<file path="src/rtl/imem_loader.sv">
// Byte-stream loader for the instruction memory: packs big-endian words, writes them at
// BASE_ADDR, +4, ... and holds the CPU in reset while loading. Option: IMEM_LOADER_CHECKSUM_EN.
module imem_loader #(
    parameter logic [31:0] BASE_ADDR = 32'h0000_0000,
    parameter int          MAX_WORDS = 256,
    parameter int          ADDR_W    = 32
) (
    input  logic              clk,
    input  logic              reset,
    input  logic              start,
    input  logic              in_valid,
    input  logic [7:0]        in_data,
    output logic              in_ready,
    output logic              mem_we,
    output logic [ADDR_W-1:0] mem_addr,
    output logic [31:0]       mem_wdata,
    output logic              cpu_reset,
    output logic              busy,
    output logic              done,
    output logic              error
);

    typedef enum logic [2:0] {
        st_idle,
        st_len_hi,
        st_len_lo,
        st_data,
        st_cksum,
        st_done
    } state_t;

    localparam logic [ADDR_W-1:0] base_a = ADDR_W'(BASE_ADDR);
    localparam logic [31:0]       max_w  = 32'(MAX_WORDS);

`ifdef IMEM_LOADER_CHECKSUM_EN
    localparam state_t st_tail = st_cksum;
`else
    localparam state_t st_tail = st_done;
`endif

    state_t            state, state_nx;
    logic [15:0]       len_q;
    logic [15:0]       word_idx;
    logic [1:0]        byte_cnt;
    logic [23:0]       word_sr;
    logic [ADDR_W-1:0] wr_addr;
    logic              xfer;
    logic              last_byte;
    logic [15:0]       len_full;
`ifdef IMEM_LOADER_CHECKSUM_EN
    logic [7:0]        cksum;
`endif

    assign xfer      = in_valid && in_ready;
    assign len_full  = {len_q[15:8], in_data};
    assign last_byte = (byte_cnt == 2'd3) && (word_idx == len_q - 16'd1);
    assign cpu_reset = busy;

    always_comb begin
        state_nx = state;
        in_ready = 1'b0;
        busy     = 1'b1;
        done     = 1'b0;
        case (state)
            st_idle: begin
                busy = 1'b0;
                if (start) state_nx = st_len_hi;
            end
            st_len_hi: begin
                in_ready = 1'b1;
                if (xfer) state_nx = st_len_lo;
            end
            st_len_lo: begin
                in_ready = 1'b1;
                if (xfer) state_nx = (len_full != 16'd0) ? st_data : st_tail;
            end
            st_data: begin
                in_ready = 1'b1;
                if (xfer && last_byte) state_nx = st_tail;
            end
            st_cksum: begin
                in_ready = 1'b1;
                if (xfer) state_nx = st_done;
            end
            st_done: begin
                done     = 1'b1;
                state_nx = st_idle;
            end
            default: state_nx = st_idle;
        endcase
    end

    always_ff @(posedge clk or negedge reset) begin
        if (!reset) begin
            state     <= st_idle;
            len_q     <= '0;
            word_idx  <= '0;
            byte_cnt  <= '0;
            word_sr   <= '0;
            wr_addr   <= base_a;
            mem_we    <= 1'b0;
            mem_addr  <= base_a;
            mem_wdata <= '0;
            error     <= 1'b0;
`ifdef IMEM_LOADER_CHECKSUM_EN
            cksum     <= '0;
`endif
        end else begin
            state  <= state_nx;
            mem_we <= 1'b0;
            if (state == st_idle && start) begin
                error    <= 1'b0;
                word_idx <= '0;
                byte_cnt <= '0;
                wr_addr  <= base_a;
`ifdef IMEM_LOADER_CHECKSUM_EN
                cksum    <= '0;
`endif
            end
            if (xfer) begin
`ifdef IMEM_LOADER_CHECKSUM_EN
                cksum <= cksum ^ in_data;
`endif
                case (state)
                    st_len_hi: len_q[15:8] <= in_data;
                    st_len_lo: begin
                        len_q[7:0] <= in_data;
                        if ({16'd0, len_full} > max_w) error <= 1'b1;
                    end
                    st_data: begin
                        byte_cnt <= byte_cnt + 2'd1;
                        word_sr  <= {word_sr[15:0], in_data};
                        if (byte_cnt == 2'd3) begin
                            word_idx <= word_idx + 16'd1;
                            wr_addr  <= wr_addr + ADDR_W'(4);
                            // Words past the memory depth are consumed but never written.
                            if ({16'd0, word_idx} < max_w) begin
                                mem_we    <= 1'b1;
                                mem_addr  <= wr_addr;
                                mem_wdata <= {word_sr, in_data};
                            end
                        end
                    end
`ifdef IMEM_LOADER_CHECKSUM_EN
                    st_cksum: if ((cksum ^ in_data) != 8'h00) error <= 1'b1;
`endif
                    default: ;
                endcase
            end
        end
    end

endmodule

</file>
<file path="config.mk">
export PLATFORM = sky130hd
export DESIGN_NAME = imem_loader
export DESIGN_NICKNAME = d
export VERILOG_FILES = /design/src/rtl/imem_loader.sv
export SDC_FILE = /design/constraint.sdc
export NUM_CORES = 1
export LEC_CHECK = 0
export ABC_AREA = 1
export BUFFER_PORTS_ARGS = -buffer_cell sky130_fd_sc_hd__buf_2
export CORE_MARGIN = 5
export CORE_UTILIZATION = 49
export CTS_BUF_LIST = sky130_fd_sc_hd__clkbuf_8 sky130_fd_sc_hd__clkbuf_16
export DETAILED_ROUTE_END_ITERATION = 8
export PLACE_DENSITY_LB_ADDON = 0.05
export SYNTH_ARGS = -nofsm -noshare
export SYNTH_HDL_FRONTEND = slang
export SYNTH_SLANG_ARGS = --single-unit
</file>
<file path="constraint.sdc">
create_clock -name clk -period 5 [get_ports clk]
set_input_delay 1 -clock clk [delete_from_list [all_inputs] [get_ports clk]]
set_output_delay 1 -clock clk [all_outputs]
set_load 0.005 [all_outputs]
</file>
==> results of run 1 <==
==> stage by stage <==
step                      setup slack (ns)  util (%)
after floorplan                       2.98         -
after global placement                1.99      53.6
after detailed placement              1.95      53.6
after CTS                             2.32      57.5
after global routing                  2.07      57.5
final                                 2.34      57.5
==> registers in the layout (all words and copies together) (netlist names) <==
register / flops
byte_cnt: 2
error: 1
len_q: 16
mem_addr: 32
mem_wdata: 32
mem_we: 1
state: 3
word_idx: 16
word_sr: 24
wr_addr: 32
==> synthesized netlist by cell type (all sizes together) (2+ instances only) <==
| cell | instances | share of area [%] |
|---|---|---|
| clkbuf | 13 | 0.65 |
| o211ai | 4 | 0.39 |
| xor2 | 3 | 0.34 |
| nand3b | 5 | 0.49 |
| nor3 | 13 | 1.1 |
| o21a | 3 | 0.29 |
| nor2 | 69 | 3.9 |
| nand2 | 282 | 14 |
| nand3 | 54 | 3.7 |
| inv | 125 | 6.1 |
| xnor2 | 7 | 0.80 |
| ha | 4 | 0.65 |
| o31ai | 3 | 0.29 |
| and2 | 2 | 0.16 |
| o22ai | 5 | 0.41 |
| buf | 19 | 2.2 |
| nand4 | 14 | 1.2 |
| o21ai | 122 | 9.3 |
| a21oi | 13 | 0.85 |
| a211oi | 3 | 0.29 |
| dfrtp | 159 | 52 |
==> report_power, final <==
part	switching [mW]	internal (mW)
Sequential	0.198	1.56
Combinational	0.657	0.385
Clock	0.529	0.782
Total	1.38	2.73
==> routing by layer <==
metal	GRT usage, %	up-vias
met5	0	-
met4	4.76	0
met3	5.09	15
met2	32.7	119
met1	26.8	2904
li1	-	3119
==> cell families after synthesis <==
kind of cell             after synthesis  share of synthesized area (%)
buffers and inverters                157                           8.96
XOR/XNOR                              10                           1.14
AO/OA/AOI/OAI                        158                           12.4
flip-flops                           159                           51.8
adder cells (fa/ha/maj)                4                          0.652
AND/OR/NAND/NOR                      442                           25.0
==> cell type report <==
type	count	area (um^2)	area share, %
timing repair buffer	86	449	5.12
multi-input combinational	614	3010	34.4
tap	211	264	3.01
clock inverter	15	169	1.93
sequential	159	3980	45.4
clock buffer	17	425	4.85
inverter	125	469	5.35
==> final timing paths <==
check | cells after the start | to | slack (ns) | from
max reg2reg | 8 | word_idx[13] | 2.34 | state[0]
max | 8 | word_idx[13] | 2.34 | state[0]
min reg2reg | 2 | mem_wdata[28] | 0.47 | word_sr[20]
min | 2 | mem_wdata[28] | 0.47 | word_sr[20]
max in group asynchronous | 2 | len_q[13] | 3.37 | reset
min in group asynchronous | 1 | mem_we | 0.69 | reset
==> worst reg2reg max path: stages (launching register included) <==
cell and delay [ns]:
dfrtp_1 0.43, nor2_1 0.26, nand2_1 0.16, nor2_2 0.65, inv_2 0.51, o21ai_0 0.28
o21ai_0 0.11, nand2_1 0.06, o21ai_0 0.08
==> out/qor.txt, run 1 <==
Outcome = completed
EDFF count, synth = 0
Layout area overhead = 14.2%
Routed len/inst = 14.2 um
Placed Instances = 1195
Worst-path fanout max = 35
Hold Buf Count CTS = 0
TritonCTS Buffers = 17
Drc violations = 0
Post-cts resize count = 0
CP startpoint kind = flip-flop
Clock slew at reported path FFs = 0.07 ns
Die Ht = 135 um
Finished layout cell area = 0.00877 mm^2
Die area = 0.0183 mm^2
DP HPWL = 12.3 mm
Antenna violations before repair = 0
Mapped Area = 0.00768 mm^2
Yosys warning total = 0
P_leak = 4.47 nW
ANT cells = 0
Skew-Pair Late Insertion Delay = 0.43 ns
Syn_area_per_cell = 8.25 um^2
Min Tclk post-route = 2.66 ns
CTS Buffer Depth = 2
H-tree depth = 4
Sum Neg Setup Slack = 0 ns
PwrDens = 469 mW/mm^2
CTS tree = yes
Top routing layer used = met4
Crit-path most repeated cell = o21ai_0
Post-Synthesis Cells = 930
Port bufs = 81
Global-route usage over all layers = 20.0%
Commonest non-fill, non-tap cell in the layout = nand2_1
Most frequent cells in the layout = nand2_1 (273), dfrtp_1 (159), inv_1 (117), buf_2 (80), o21ai_0 (71)
WL final = 17.4 mm
Register area share after synthesis = 51.8%
Post-route ant nets = 0
Final hold vios = 0
Critical-path cell list = nor2_1 > nand2_1 > nor2_2 > inv_2 > o21ai_0 > o21ai_0 > nand2_1 > o21ai_0
# clock sinks = 159
Vias per Instance = 5.02
Min Hold Slack = 0.471 ns
DRT iter0 DRCs = 328
Crit path buffers/inverters = 1
Crit Path Class = reg -> reg
Worst-Margin Slew = 1.00 ns
DR WL met2 = 8.46 mm
Post-Place Cell Area = 0.00818 mm^2
Vias in the first global route = 5772
Fin. max-slew vios = 0
CP arrival = 2.96 ns
WL met1 = 8.06 mm
Die X = 135 um
Maxcap violations = 0
DRT Pass-1 Iters = 5
GRT overflow = 0
Synthesized Nets = 946
Vias = 6157
Synth Flop Type = dfrtp_1
Setup bufs post-CTS = 0
Layout cells sized above 1 = 17.5%
First-pass GRT wire length = 28.9 mm
Slowest stage delay, CP = 0.65 ns
Row count = 45
Top cell family by delay on the critical path = simple AND/OR/NAND/NOR gates
Final setup violating endpoints = 0
Worst clock skew = 0.00770 ns
Post-synthesis cell type count = 43
Critical Path Slowest Stage Cell = nor2_2
Hold crit path type = reg -> reg
Metal3 WL = 723 um
Fmax = 376 MHz
Critical path capture point type = flip-flop
FFs w/ async S/R, synth = 100%
Power consumption = 4.12 mW
Fin cells = 1227
GP Congestion = 0.847
Layout Nets = 1019
Worst endpoint required time = 5.30 ns
Root Driver = clkbuf_16
Peak VDD IR = 0.264 mV
Largest net degree at the start of global routing = 110
Core area = 0.0153 mm^2
RSZ-0062 raised after global routing = false
Fillers = 1440
Yosys reg bits = 159
Initial core utilization = 50.3%
Fin crit share = 53.2%
# IOs = 82
Slew HR = 32.9%
Power figures use the tool's default switching activity.
==> run 2: changes to the inputs <==
==> constraint.sdc (replaced) <==
create_clock -name clk -period 2.2 [get_ports clk]
set_input_delay 0.44 -clock clk [delete_from_list [all_inputs] [get_ports clk]]
set_output_delay 0.44 -clock clk [all_outputs]
set_load 0.005 [all_outputs]
==> out/qor.txt, run 2 (synthesis results as in run 1) <==
Outcome = completed (unchanged)
Fillers = 1422 (was 1440)
Worst clock skew = 0.00591 ns (was 0.00770 ns)
Final hold vios = 0 (unchanged)
Worst-Margin Slew = 0.724 ns (was 1.00 ns)
Final setup violating endpoints = 0 (unchanged)
Sw frac = 33.0% (was 33.6%)
Comb pwr share = 25.5% (was 25.3%)
Root Driver = clkbuf_16 (unchanged)
First-pass GRT wire length = 29.7 mm (was 28.9 mm)
Vias = 6175 (was 6157)
TritonCTS Buffers = 17 (unchanged)
Maxcap violations = 0 (unchanged)
CTS tree = yes (unchanged)
Fin crit share = 90.2%
ANT cells = 0 (unchanged)
Min Tclk post-route = 1.98 ns
Worst-path fanout max = 4 (was 35)
Fin cells = 1239 (was 1227)
P_leak = 4.54 nW (was 4.47 nW)
H-tree depth = 4 (unchanged)
Power consumption = 9.57 mW (was 4.12 mW)
GP Congestion = 0.848 (was 0.847)
Layout area overhead = 16.5% (was 14.2%)
Peak VDD IR = 0.625 mV (was 0.264 mV)
Die X = 135 um (unchanged)
Crit Path Class = reg -> out (was reg -> reg)
Seq. cell area = 0.00398 mm^2 (unchanged)
Most frequent cells in the layout = nand2_1 (273), dfrtp_1 (159), inv_1 (117), buf_2 (80), o21ai_0 (71) (unchanged)
Port bufs = 81 (unchanged)
Post-route ant nets = 0 (unchanged)
Initial core utilization = 50.3% (unchanged)
Seq pwr share = 42.0% (was 42.8%)
DRT iter0 DRCs = 386 (was 328)
Fin. max-slew vios = 0 (unchanged)
CTS Buffer Depth = 2 (unchanged)
Fmax = 504 MHz
Sum Neg Setup Slack = 0 ns (unchanged)
Antenna violations before repair = 0 (unchanged)
Drc violations = 0 (unchanged)
Skew-Pair Late Insertion Delay = 0.42 ns (was 0.43 ns)
CP startpoint kind = flip-flop (unchanged)
DP HPWL = 12.7 mm (was 12.3 mm)
CP arrival = 1.54 ns (was 2.96 ns)
WL final = 17.6 mm (was 17.4 mm)
# clock sinks = 159 (unchanged)
Int Power = 6.41 mW (was 2.73 mW)
Worst endpoint required time = 1.76 ns (was 5.30 ns)
Die Ht = 135 um (unchanged)
RSZ-0062 raised after global routing = false (unchanged)
Global-route usage over all layers = 20.4% (was 20.0%)
Clock slew at reported path FFs = 0.06 ns (was 0.07 ns)
Critical path capture point type = primary output (was flip-flop)
Layout Nets = 1032 (was 1019)
Switching power = 3.16 mW (was 1.38 mW)
PwrDens = 1070 mW/mm^2 (was 469 mW/mm^2)
# IOs = 82 (unchanged)
Slew HR = 51.7% (was 32.9%)
Vias per Instance = 4.98 (was 5.02)
Layout cells sized above 1 = 18.6% (was 17.5%)
Placed Instances = 1204 (was 1195)
Die area = 0.0183 mm^2 (unchanged)
Fin util = 58.6% (was 57.5%)
Routed len/inst = 14.2 um (about the same)
GRT overflow = 0 (unchanged)
Row count = 45 (unchanged)
Vias in the first global route = 5988 (was 5772)
Commonest non-fill, non-tap cell in the layout = nand2_1 (unchanged)
Clk pwr share = 32.5% (was 31.9%)
Area of the multi-input gates = 0.00304 mm^2 (was 0.00301 mm^2)
Hold crit path type = in -> reg (was reg -> reg)
Core area = 0.0153 mm^2 (unchanged)
DRT Pass-1 Iters = 5 (unchanged)
Largest registers = mem_addr x32, mem_wdata x32, wr_addr x32 (unchanged)
Largest net degree at the start of global routing = 71 (was 110)
[run 2: metal layers]
layer	routed length, um	part of all wire, %	track usage, %
met1	8120	46	27.7
met2	8530	48	33.5
met3	765	4.3	3.94
met4	184	1.0	5.94
met5	0	0	0
[run 2: cell type report]
class                      count  share of cell area [%]
tap                          211                    2.95
clock inverter                13                    2.10
inverter                     125                    5.25
sequential                   159                    44.5
multi-input combinational    615                    33.9
clock buffer                  18                    4.91
timing repair buffer          98                    6.34
[run 2: per-stage QoR]
| stage | hold WS (ns) | setup slack (ns) | instance area [um^2] |
|---|---|---|---|
| floorplan | 0.144 | 0.505 | 7680 |
| global placement | 0.353 | 0.166 | 8270 |
| detailed placement | 0.352 | 0.152 | 8270 |
| CTS | 0.258 | 0.143 | 8900 |
| global route | 0.283 | 0.00305 | 8940 |
| finish | 0.273 | 0.215 | 8940 |
[run 2: repair_timing]
action | in CTS | in global routing
hold buffers | 1 | 0
endpoints found under the setup margin | 0 | 4
gates resized for setup | 0 | 3
setup buffers | 0 | 2
endpoints found under the hold margin | 30 | 0
[run 2: final timing paths]
kind / start / end / slack [ns] / depth (start not counted)
setup / recovery: state[0] / in_ready / 0.22 / 7
hold / removal: in_data[7] / word_sr[7] / 0.27 / 3
setup reg to reg: state[2] / wr_addr[14] / 0.24 / 12
hold reg to reg: word_sr[23] / mem_wdata[31] / 0.47 / 2
max in group asynchronous: reset / mem_addr[19] / 1.02 / 3
min in group asynchronous: reset / mem_we / 0.48 / 2
[run 2: worst max-delay path: stages (launching register included)]
cell,delay [ns]
dfrtp_1,0.42
inv_1,0.13
nor2_1,0.05
nand2_1,0.11
nand3_1,0.11
nor2_1,0.14
inv_1,0.05
buf_2,0.12
[run 2: power groups by stage]
stage                     combinational (mW)  sequential (mW)  clock (mW)
after detailed placement                2.41             4.06           0
after global routing                    2.83             4.11        3.30
after CTS                               2.43             4.02        3.17
after floorplan                         1.65             3.97           0
after global placement                  2.37             4.06           0
final                                   2.44             4.02        3.11
